## src/rtl/osc_freq_meter.sv

```systemverilog
// Oscillator frequency meter: counts synchronized rising edges of sig_in over
// back-to-back gate windows of sys_clk cycles and reports count, range and liveness.
module osc_freq_meter #(
  parameter int unsigned GATE_CYCLES = 27000000,
  parameter int          CNT_W       = 32,
  parameter int unsigned LO_LIMIT    = 0,
  parameter int unsigned HI_LIMIT    = 32'hFFFF_FFFF
) (
  input  logic             sys_clk,
  input  logic             sys_rst,
  input  logic             enable,
  input  logic             sig_in,
  output logic [CNT_W-1:0] freq_count,
  output logic             count_valid,
  output logic             in_range,
  output logic             dead,
  output logic             overflow
);

  localparam int GATE_W = $clog2(GATE_CYCLES);
  localparam logic [GATE_W-1:0] GATE_LAST  = GATE_W'(GATE_CYCLES - 1);
  localparam logic [GATE_W-1:0] SETTLE_END = GATE_W'(2);
  localparam logic [CNT_W-1:0]  LO_L       = CNT_W'(LO_LIMIT);
  localparam logic [CNT_W-1:0]  HI_L       = CNT_W'(HI_LIMIT);

  typedef enum logic [1:0] {IDLE, SETTLE, GATE} state_t;

  state_t              state_q, state_d;
  logic                s1_q, s2_q, s3_q;
  logic [GATE_W-1:0]   gate_q, gate_d;
  logic [CNT_W-1:0]    cnt_q, cnt_d;
  logic                sat_q, sat_d;
  logic [CNT_W-1:0]    freq_count_q, freq_count_d;
  logic                count_valid_q, count_valid_d;
  logic                in_range_q, in_range_d;
  logic                dead_q, dead_d;
  logic                overflow_q, overflow_d;

  logic                edge_det;
  logic                sat_hit;
  logic [CNT_W-1:0]    cnt_fin;

  // Saturating increment; MSB of the result flags an increment attempted at full scale.
  function automatic logic [CNT_W:0] sat_inc(input logic [CNT_W-1:0] c, input logic inc);
    if (inc && (&c)) return {1'b1, c};
    return {1'b0, c + CNT_W'(inc)};
  endfunction

  // Offset compare keeps the check unsigned and free of constant-zero bounds.
  function automatic logic range_ok(input logic [CNT_W-1:0] c);
    return (c - LO_L) <= (HI_L - LO_L);
  endfunction

  assign edge_det           = s2_q & ~s3_q;
  assign {sat_hit, cnt_fin} = sat_inc(cnt_q, edge_det);

  always_comb begin
    state_d       = state_q;
    gate_d        = gate_q;
    cnt_d         = cnt_q;
    sat_d         = sat_q;
    freq_count_d  = freq_count_q;
    in_range_d    = in_range_q;
    dead_d        = dead_q;
    overflow_d    = overflow_q;
    count_valid_d = 1'b0;
    case (state_q)
      IDLE: begin
        gate_d = '0;
        cnt_d  = '0;
        sat_d  = 1'b0;
        if (enable) state_d = SETTLE;
      end
      SETTLE: begin
        cnt_d = '0;
        sat_d = 1'b0;
        if (!enable) begin
          state_d = IDLE;
          gate_d  = '0;
        end else if (gate_q == SETTLE_END) begin
          state_d = GATE;
          gate_d  = '0;
        end else begin
          gate_d = gate_q + GATE_W'(1);
        end
      end
      GATE: begin
        if (!enable) begin
          state_d = IDLE;
          gate_d  = '0;
          cnt_d   = '0;
          sat_d   = 1'b0;
        end else if (gate_q == GATE_LAST) begin
          // Latch includes this cycle's edge; the next window starts on the same edge.
          freq_count_d  = cnt_fin;
          in_range_d    = range_ok(cnt_fin);
          dead_d        = (cnt_fin == '0);
          overflow_d    = sat_q | sat_hit;
          count_valid_d = 1'b1;
          gate_d        = '0;
          cnt_d         = '0;
          sat_d         = 1'b0;
        end else begin
          gate_d = gate_q + GATE_W'(1);
          cnt_d  = cnt_fin;
          sat_d  = sat_q | sat_hit;
        end
      end
      default: state_d = IDLE;
    endcase
  end

  always_ff @(posedge sys_clk) begin
    if (sys_rst) begin
      state_q       <= IDLE;
      s1_q          <= 1'b0;
      s2_q          <= 1'b0;
      s3_q          <= 1'b0;
      gate_q        <= '0;
      cnt_q         <= '0;
      sat_q         <= 1'b0;
      freq_count_q  <= '0;
      count_valid_q <= 1'b0;
      in_range_q    <= 1'b0;
      dead_q        <= 1'b0;
      overflow_q    <= 1'b0;
    end else begin
      state_q       <= state_d;
      s1_q          <= sig_in;
      s2_q          <= s1_q;
      s3_q          <= s2_q;
      gate_q        <= gate_d;
      cnt_q         <= cnt_d;
      sat_q         <= sat_d;
      freq_count_q  <= freq_count_d;
      count_valid_q <= count_valid_d;
      in_range_q    <= in_range_d;
      dead_q        <= dead_d;
      overflow_q    <= overflow_d;
    end
  end

  assign freq_count  = freq_count_q;
  assign count_valid = count_valid_q;
  assign in_range    = in_range_q;
  assign dead        = dead_q;
  assign overflow    = overflow_q;

endmodule

```

## config.mk

```make
export PLATFORM = sky130hd
export DESIGN_NAME = osc_freq_meter
export DESIGN_NICKNAME = d
export VERILOG_FILES = /design/src/rtl/osc_freq_meter.sv
export SDC_FILE = /design/constraint.sdc
export NUM_CORES = 1
export LEC_CHECK = 0
export BUFFER_PORTS_ARGS = -buffer_cell sky130_fd_sc_hd__buf_2
export CAP_MARGIN = 30
export CORE_MARGIN = 2
export CORE_UTILIZATION = 40
export DETAILED_ROUTE_END_ITERATION = 8
export GPL_TIMING_DRIVEN = 0
export HOLD_SLACK_MARGIN = 0.05
export PLACE_DENSITY = 0.61
export SYNTH_ARGS = -nofsm -noshare
export SYNTH_HDL_FRONTEND = slang
export SYNTH_SLANG_ARGS = --single-unit
```

## constraint.sdc

```tcl
create_clock -name sys_clk -period 3.6 [get_ports sys_clk]
set_clock_uncertainty 0.1 [all_clocks]
set_input_delay 0.54 -clock sys_clk [delete_from_list [all_inputs] [get_ports sys_clk]]
set_output_delay 0.54 -clock sys_clk [all_outputs]
set_load 0.03 [all_outputs]
```

# Word-level counts from Yosys, hierarchy flattened
# Cells that the tools add are included.
dict set report word_totals {
  reg_bits 99
  latch_bits 0
  ram_bits 0
  rom_bits 0
  in_bits 4
  out_inout_bits 36
  wordCells 57
  mem_count 0
}
dict set report op_classes {
  n_addsub 2
  n_mul 0
  div_mod_pow 0
  order_cmp 1
  eq_ne 7
  shifts 0
  muxes 20
  bitwise_logic 5
  n_reduce_logical 10
}
# operator n
set ops {}
lappend ops {{$mux W25} 4}
lappend ops {{$pmux W25 S3} 1}
lappend ops {{$mux W33} 2}
lappend ops {{$mux W32} 2}
lappend ops {{$pmux W32 S2} 1}
lappend ops {{$add A32 B1 Y32} 1}
lappend ops {{$le A32 B32 Y1 const B} 1}
lappend ops {{$logic_not A32 Y1} 1}
lappend ops {{$reduce_and A32 Y1} 1}
lappend ops {{$add A25 B1 Y25 const B} 1}
lappend ops {{$eq A25 B2 Y1 const B} 1}
lappend ops {{$eq A25 B25 Y1 const B} 1}
lappend ops {{$mux W2} 4}
lappend ops {{$pmux W2 S3} 1}
lappend ops {{$reduce_and A3 Y1} 2}
lappend ops {{$mux W1} 4}
lappend ops {{$ne A2 B2 Y1 const B} 2}
lappend ops {{$ne A3 B3 Y1 const B} 1}
lappend ops {{$not A1 Y1} 3}
lappend ops {{$reduce_bool A3 Y1} 1}
lappend ops {{$reduce_or A3 Y1} 1}
lappend ops {{$eq A2 B1 Y1 const B} 1}
lappend ops {{$eq A2 B2 Y1 const B} 1}
lappend ops {{$logic_not A2 Y1} 1}
lappend ops {{6 further kinds} 6}

# Logic depth before layout (Yosys ltp)
dict set report logic_depth {
  word_depth 9
  mapped_depth 11
  depth_no_buf 9
}

# Least setup slack after synthesis
# No wires, ideal clock.
dict set report synth_timing {
  kind {reg-to-reg}
  start {reg s2_q}
  end {reg dead_q (netlist: dead)}
  setup_time_ns 0.069
  t_arrival_ns 2.382
  slack_ns 1.049
  stages_incl_launch_ff 10
  n_path_buf 0
  path_cell_list {dfxtp_1 > nor2b_1 > ha_1 > nand4_1 > or4_1 > a311oi_2 > xor2_1 > a2111oi_0 > nand4_1 > o21ai_1}
}
dict set report synth_between {
  elab_chain_len 5
  word_cells_on_any_way 6
  cone_classes {add/sub (1); mux (2); bitwise (1); reduce/logical (2)}
}
# element line
set synth_rtl {}
lappend synth_rtl {{from (decl)} 29} ;# logic s1_q, s2_q, s3_q;
lappend synth_rtl {{from (signal assigned)} 130} ;# s2_q <= s1_q;
lappend synth_rtl {{$and A1 B1 Y1 *} 54} ;# assign edge_det = s2_q & ~s3_q;
lappend synth_rtl {{branches (longest 2 deep; another with $add A32 B1 Y32)} -}
lappend synth_rtl {{$mux W33 *} 46} ;# return {1'b0, c + CNT_W'(inc)};
lappend synth_rtl {{$logic_not A32 Y1 *} 97} ;# dead_d = (cnt_fin == '0);
lappend synth_rtl {{to (signal assigned)} 125} ;# dead_q <= 1'b0;
lappend synth_rtl {{to (signal assigned)} 138} ;# dead_q <= dead_d;
lappend synth_rtl {{to (decl)} 36} ;# logic dead_q, dead_d;
# Every way passes the cells marked *.
# A chain may end at the register's enable or synchronous reset.

# Final worst setup path
# Same ends and word-level chain as after synthesis.

==> results by stage <==
Worst setup path:
- The critical path start-end classification is register to register.
- The slack of the worst reg-to-reg path is 440 ps.
- The largest driver fanout on the critical path is 7.
- Walking the worst path, the cells encountered are nor2b_1 > ha_1 > nand4_1 > or4_1 > a311oi_2 > xor2_1 > a2111oi_0 > nand4_1 > o21ai_1.
- The slowest library cell on the worst path is sky130_fd_sc_hd__or4_1.
- The startpoint type of the worst setup path is a register.
- Data on the critical path is required at its endpoint by approximately 3800 ps.
- Among the stages of the critical path, the cell type that occurs most often is sky130_fd_sc_hd__nand4_1.
- The kind of end point of the critical path is a register.
- The number of buffers and inverters on the critical path is 0.
- The endpoint of the most critical register-to-register path is dead.
- The number of cell instances on the worst register-to-register path is 9.
- On the worst path, the slowest cell contributes a delay of roughly 570 ps.
- The startpoint of the most critical register-to-register path is s2_q.
- At the worst endpoint, the arrival time is 3350 ps.
- Among cell families on the critical path, the largest total delay comes from simple AND/OR/NAND/NOR gates.

Cells and area:
- The filler cells instantiated in the layout total between 1,000 and 1,500.
- The signed area change from the synthesized netlist to the final layout is 12.9%.
- The final layout contains 754 nets.
- Of the cells placed in the final design, the portion with a size suffix greater than 1 is 13.3%.
- The design area is ~6200 µm².
- Measured on the finished design, the core utilization comes to 46.6%.
- The total inserted antenna cells is 0.

Synthesis:
- The Yosys step of the flow raised 0 warnings.
- The post-synthesis cell area is roughly 5500 µm².
- Counting flops and latches in the post-synthesis netlist gives about 100.
- By count the netlist is led by 106 x sky130_fd_sc_hd__nor2_1, 99 x sky130_fd_sc_hd__dfxtp_1, 49 x sky130_fd_sc_hd__a21oi_1, 39 x sky130_fd_sc_hd__nand2_1, 34 x sky130_fd_sc_hd__o21ai_0.
- The area fraction of the dominant cell type after synthesis is 36.0%.
- In the synthesized netlist, mux cells make up less than 1% of the area.
- The most used standard cell by instance count after synthesis is sky130_fd_sc_hd__nor2_1.
- The post-synthesis simple-gate area fraction is 31.9%.
- The share of synthesized flip-flops with an asynchronous set or reset is 0%.
- The post-synthesis net count is 704.
- The most used flip-flop cell after synthesis is sky130_fd_sc_hd__dfxtp_1.
- The post-synthesis cell type with the largest combined area is sky130_fd_sc_hd__dfxtp_1.
- The synthesized netlist devotes about 7.0% of its cell area to XOR and XNOR gates.
- In this run, synthesis inferred 0 flip-flops with an integrated enable.
- Yosys attributes the largest share of cell area to sky130_fd_sc_hd__dfxtp_1 36%, sky130_fd_sc_hd__nor2_1 7.2%, sky130_fd_sc_hd__a21oi_1 4.5%.
- By area, the combinational part of the netlist is dominated by simple AND/OR/NAND/NOR gates.
- Synthesis produced a netlist whose cell count is 692.
- Summing the sequential cell areas from Yosys gives 36.0% of the chip area.
- Of the total synthesized cell area, the portion taken by full adders, half adders and majority gates is 1.82%.
- The mean instance size in the synthesized netlist is 7.96 µm².
- Summing the areas of all compound-gate instances in the mapped netlist gives 17.6% of the synthesized area.
- The number of distinct library cells after synthesis is 67.

GRT:
- The largest net degree at the start of global routing is 17.
- The initial antenna violation count is 0.
- The global-route wire length before repair is 28,000 µm.
- After global routing the overflow that remains totals 0.
- The global-route usage over all layers is around 25%.
- The number of global-route vias before repair is 5,086.

Die:
- The number of I/O pins is 40.
- The full die area is 14,700 µm².
- The core region is approximately 13,000 µm².
- Once the floorplan was initialized, standard cells occupied 41.3% of the core.
- The die boundary height is between 100 and 150 µm.
- The placement row count is 42.
- The chip width is roughly 120 µm.

Clocking:
- The tree is rooted in a sky130_fd_sc_hd__clkbuf_16.
- The TritonCTS clock tree is done.
- Post-CTS timing repair inserted 0 buffers for setup.
- The total clock buffers created by CTS is 9.
- The hold-fix buffer count after cts is 0.
- Counting along the longest clock path gives a buffer depth of 2.
- The H-tree generated during clock tree synthesis spans 3 levels.
- The clock reaches the later pin of the worst-skew pair after 360 ps.
- The number of sinks on the clock net is slightly below 100.
- The post-cts gate resize count is 0.
- After clock tree synthesis, the clock-pin slew on the worst setup and hold paths is roughly 70 ps.

Drt:
- The total DRC errors in the routed layout is 0.
- The routed via count divided by cell count is 5.86.
- The count of nets left with antenna violations once routing finished came out at 0.
- The total detailed-routing wirelength is about 18,000 µm.
- The count of TritonRoute iterations in the first routing pass is 5.
- The routed length per instance is 19.2 µm.
- The iteration-0 DRC count of the detailed router is 463.
- The total vias in the final route is 5,405.

Power:
- The leakage component of the power is 2.21 nW.
- The worst-case vdd ir drop is ~0.22 mV.
- The power per standard cell area is 349 nW/µm².

Timing:
- In this run the tightest slew margin relative to its limit is ~47%.
- The worst path meets setup with 441 ps of slack.
- Static timing analysis puts the maximum clock frequency at 0.317 GHz.
- Setup total negative slack on the finished layout was measured at 0 ps.
- The number of slew-limit violations in the final report is 0.
- Setup violations remaining at the end of the flow were counted as 0.
- The number of hold-slack violations in the final timing report was 0.
- Setup repair after global routing left no endpoint under its margin.
- Subtracting the final worst setup slack from the clock period gives 3160 ps.
- The post-route worst hold slack is 293 ps.
- For the pin with the worst max-slew slack, the measured transition is slightly below 800 ps.
- The post-route clock period utilization is 87.7%.

Placed design:
- The placed instance area is roughly 6000 µm².
- The detailed placer's ending HPWL is approximately 13,000 µm.
- The number of input and output port buffers inserted is 39.
- The post-placement worst setup slack is 482 ps.
- The final weighted congestion of routability-driven global placement is 0.972.

Worst hold path:
- The endpoint with the worst hold slack is s1_q.
- The start point of the worst min-delay path is sig_in.
- The worst hold path was traced through 2 stages.
- The path category of the worst min-delay check is input pin to register.

Run:
- Across the run, the number of max-cap violations was 0.

Run status:
- The flow ran to the end, and the final reports show no timing, DRC or antenna violations.
registers in the layout (all words and copies together) (netlist names), 2 cells and up:
signal / cells
state_q: 2
gate_q: 25
cnt_q: 32
freq_count: 32
area by class of cell:
| type | count | area (µm²) | area share [%] |
|---|---|---|---|
| Buffer | 53 | 259 | 4.17 |
| Tap cell | 176 | 220 | 3.54 |
| Timing Repair Buffer | 39 | 195 | 3.14 |
| Clock inverter | 6 | 67.6 | 1.09 |
| Multi-Input combinational cell | 531 | 3230 | 52.0 |
| Clock buffer | 9 | 225 | 3.62 |
| Sequential cell | 99 | 1980 | 31.9 |
| Inverter | 9 | 33.8 | 0.543 |
worst max-delay path by stage:
stage / from / to / slack, ps / depth (start not counted)
6_report: s2_q / dead / 440 / 9
2_1_floorplan: s2_q / dead / 1050 / 9
4_1_cts: s2_q / dead / 490 / 9
3_5_place_dp: s2_q / dead / 480 / 9
3_3_place_gp: s2_q / dead / 530 / 9
5_1_grt: s2_q / dead / 80 / 9
routing by layer:
metal	part of all wire (%)	track usage, %	vias up
met5	0	0	-
met4	1.8	7.04	0
met3	5.7	4.04	25
met2	45	39.2	167
met1	48	35.1	2619
li1	-	-	2594
power by group:
| part | total, mW | leakage, nW | switching [mW] | internal [mW] |
|---|---|---|---|---|
| logic | 0.0799 | 1.28 | 0.0591 | 0.0209 |
| registers | 1.10 | 0.798 | 0.00329 | 1.10 |
| clock network | 0.985 | 0.137 | 0.449 | 0.536 |
| total | 2.17 | 2.21 | 0.512 | 1.66 |
cells in the final DEF, fill, tap and decap left out, types with 16 or more instances in the layout:
cell / Yosys / final
sky130_fd_sc_hd__nor2_1: 106 / 106
sky130_fd_sc_hd__dfxtp_1: 99 / 99
sky130_fd_sc_hd__buf_2: 14 / 53
sky130_fd_sc_hd__a21oi_1: 49 / 49
sky130_fd_sc_hd__nand2_1: 39 / 39
sky130_fd_sc_hd__o21ai_0: 34 / 34
sky130_fd_sc_hd__nor3_1: 32 / 32
sky130_fd_sc_hd__clkbuf_1: 30 / 30
sky130_fd_sc_hd__nand3_1: 28 / 28
sky130_fd_sc_hd__nand4_1: 25 / 25
sky130_fd_sc_hd__xor2_1: 24 / 24
sky130_fd_sc_hd__xnor2_1: 20 / 20
sky130_fd_sc_hd__a211oi_1: 16 / 16
stage by stage:
stage	power [mW]	std cells
floorplan	1.18	692
global placement	1.20	907
detailed placement	1.21	907
CTS	2.18	922
global route	2.23	922
finish	2.17	922
logic make-up after synthesis:
kind of cell / Yosys count
simple gates: 328
compound gates: 149
flops: 99
buf+inv: 62
xor+xnor: 44
fa+ha+maj: 8
mux: 2
Power figures use the tool's default switching activity.
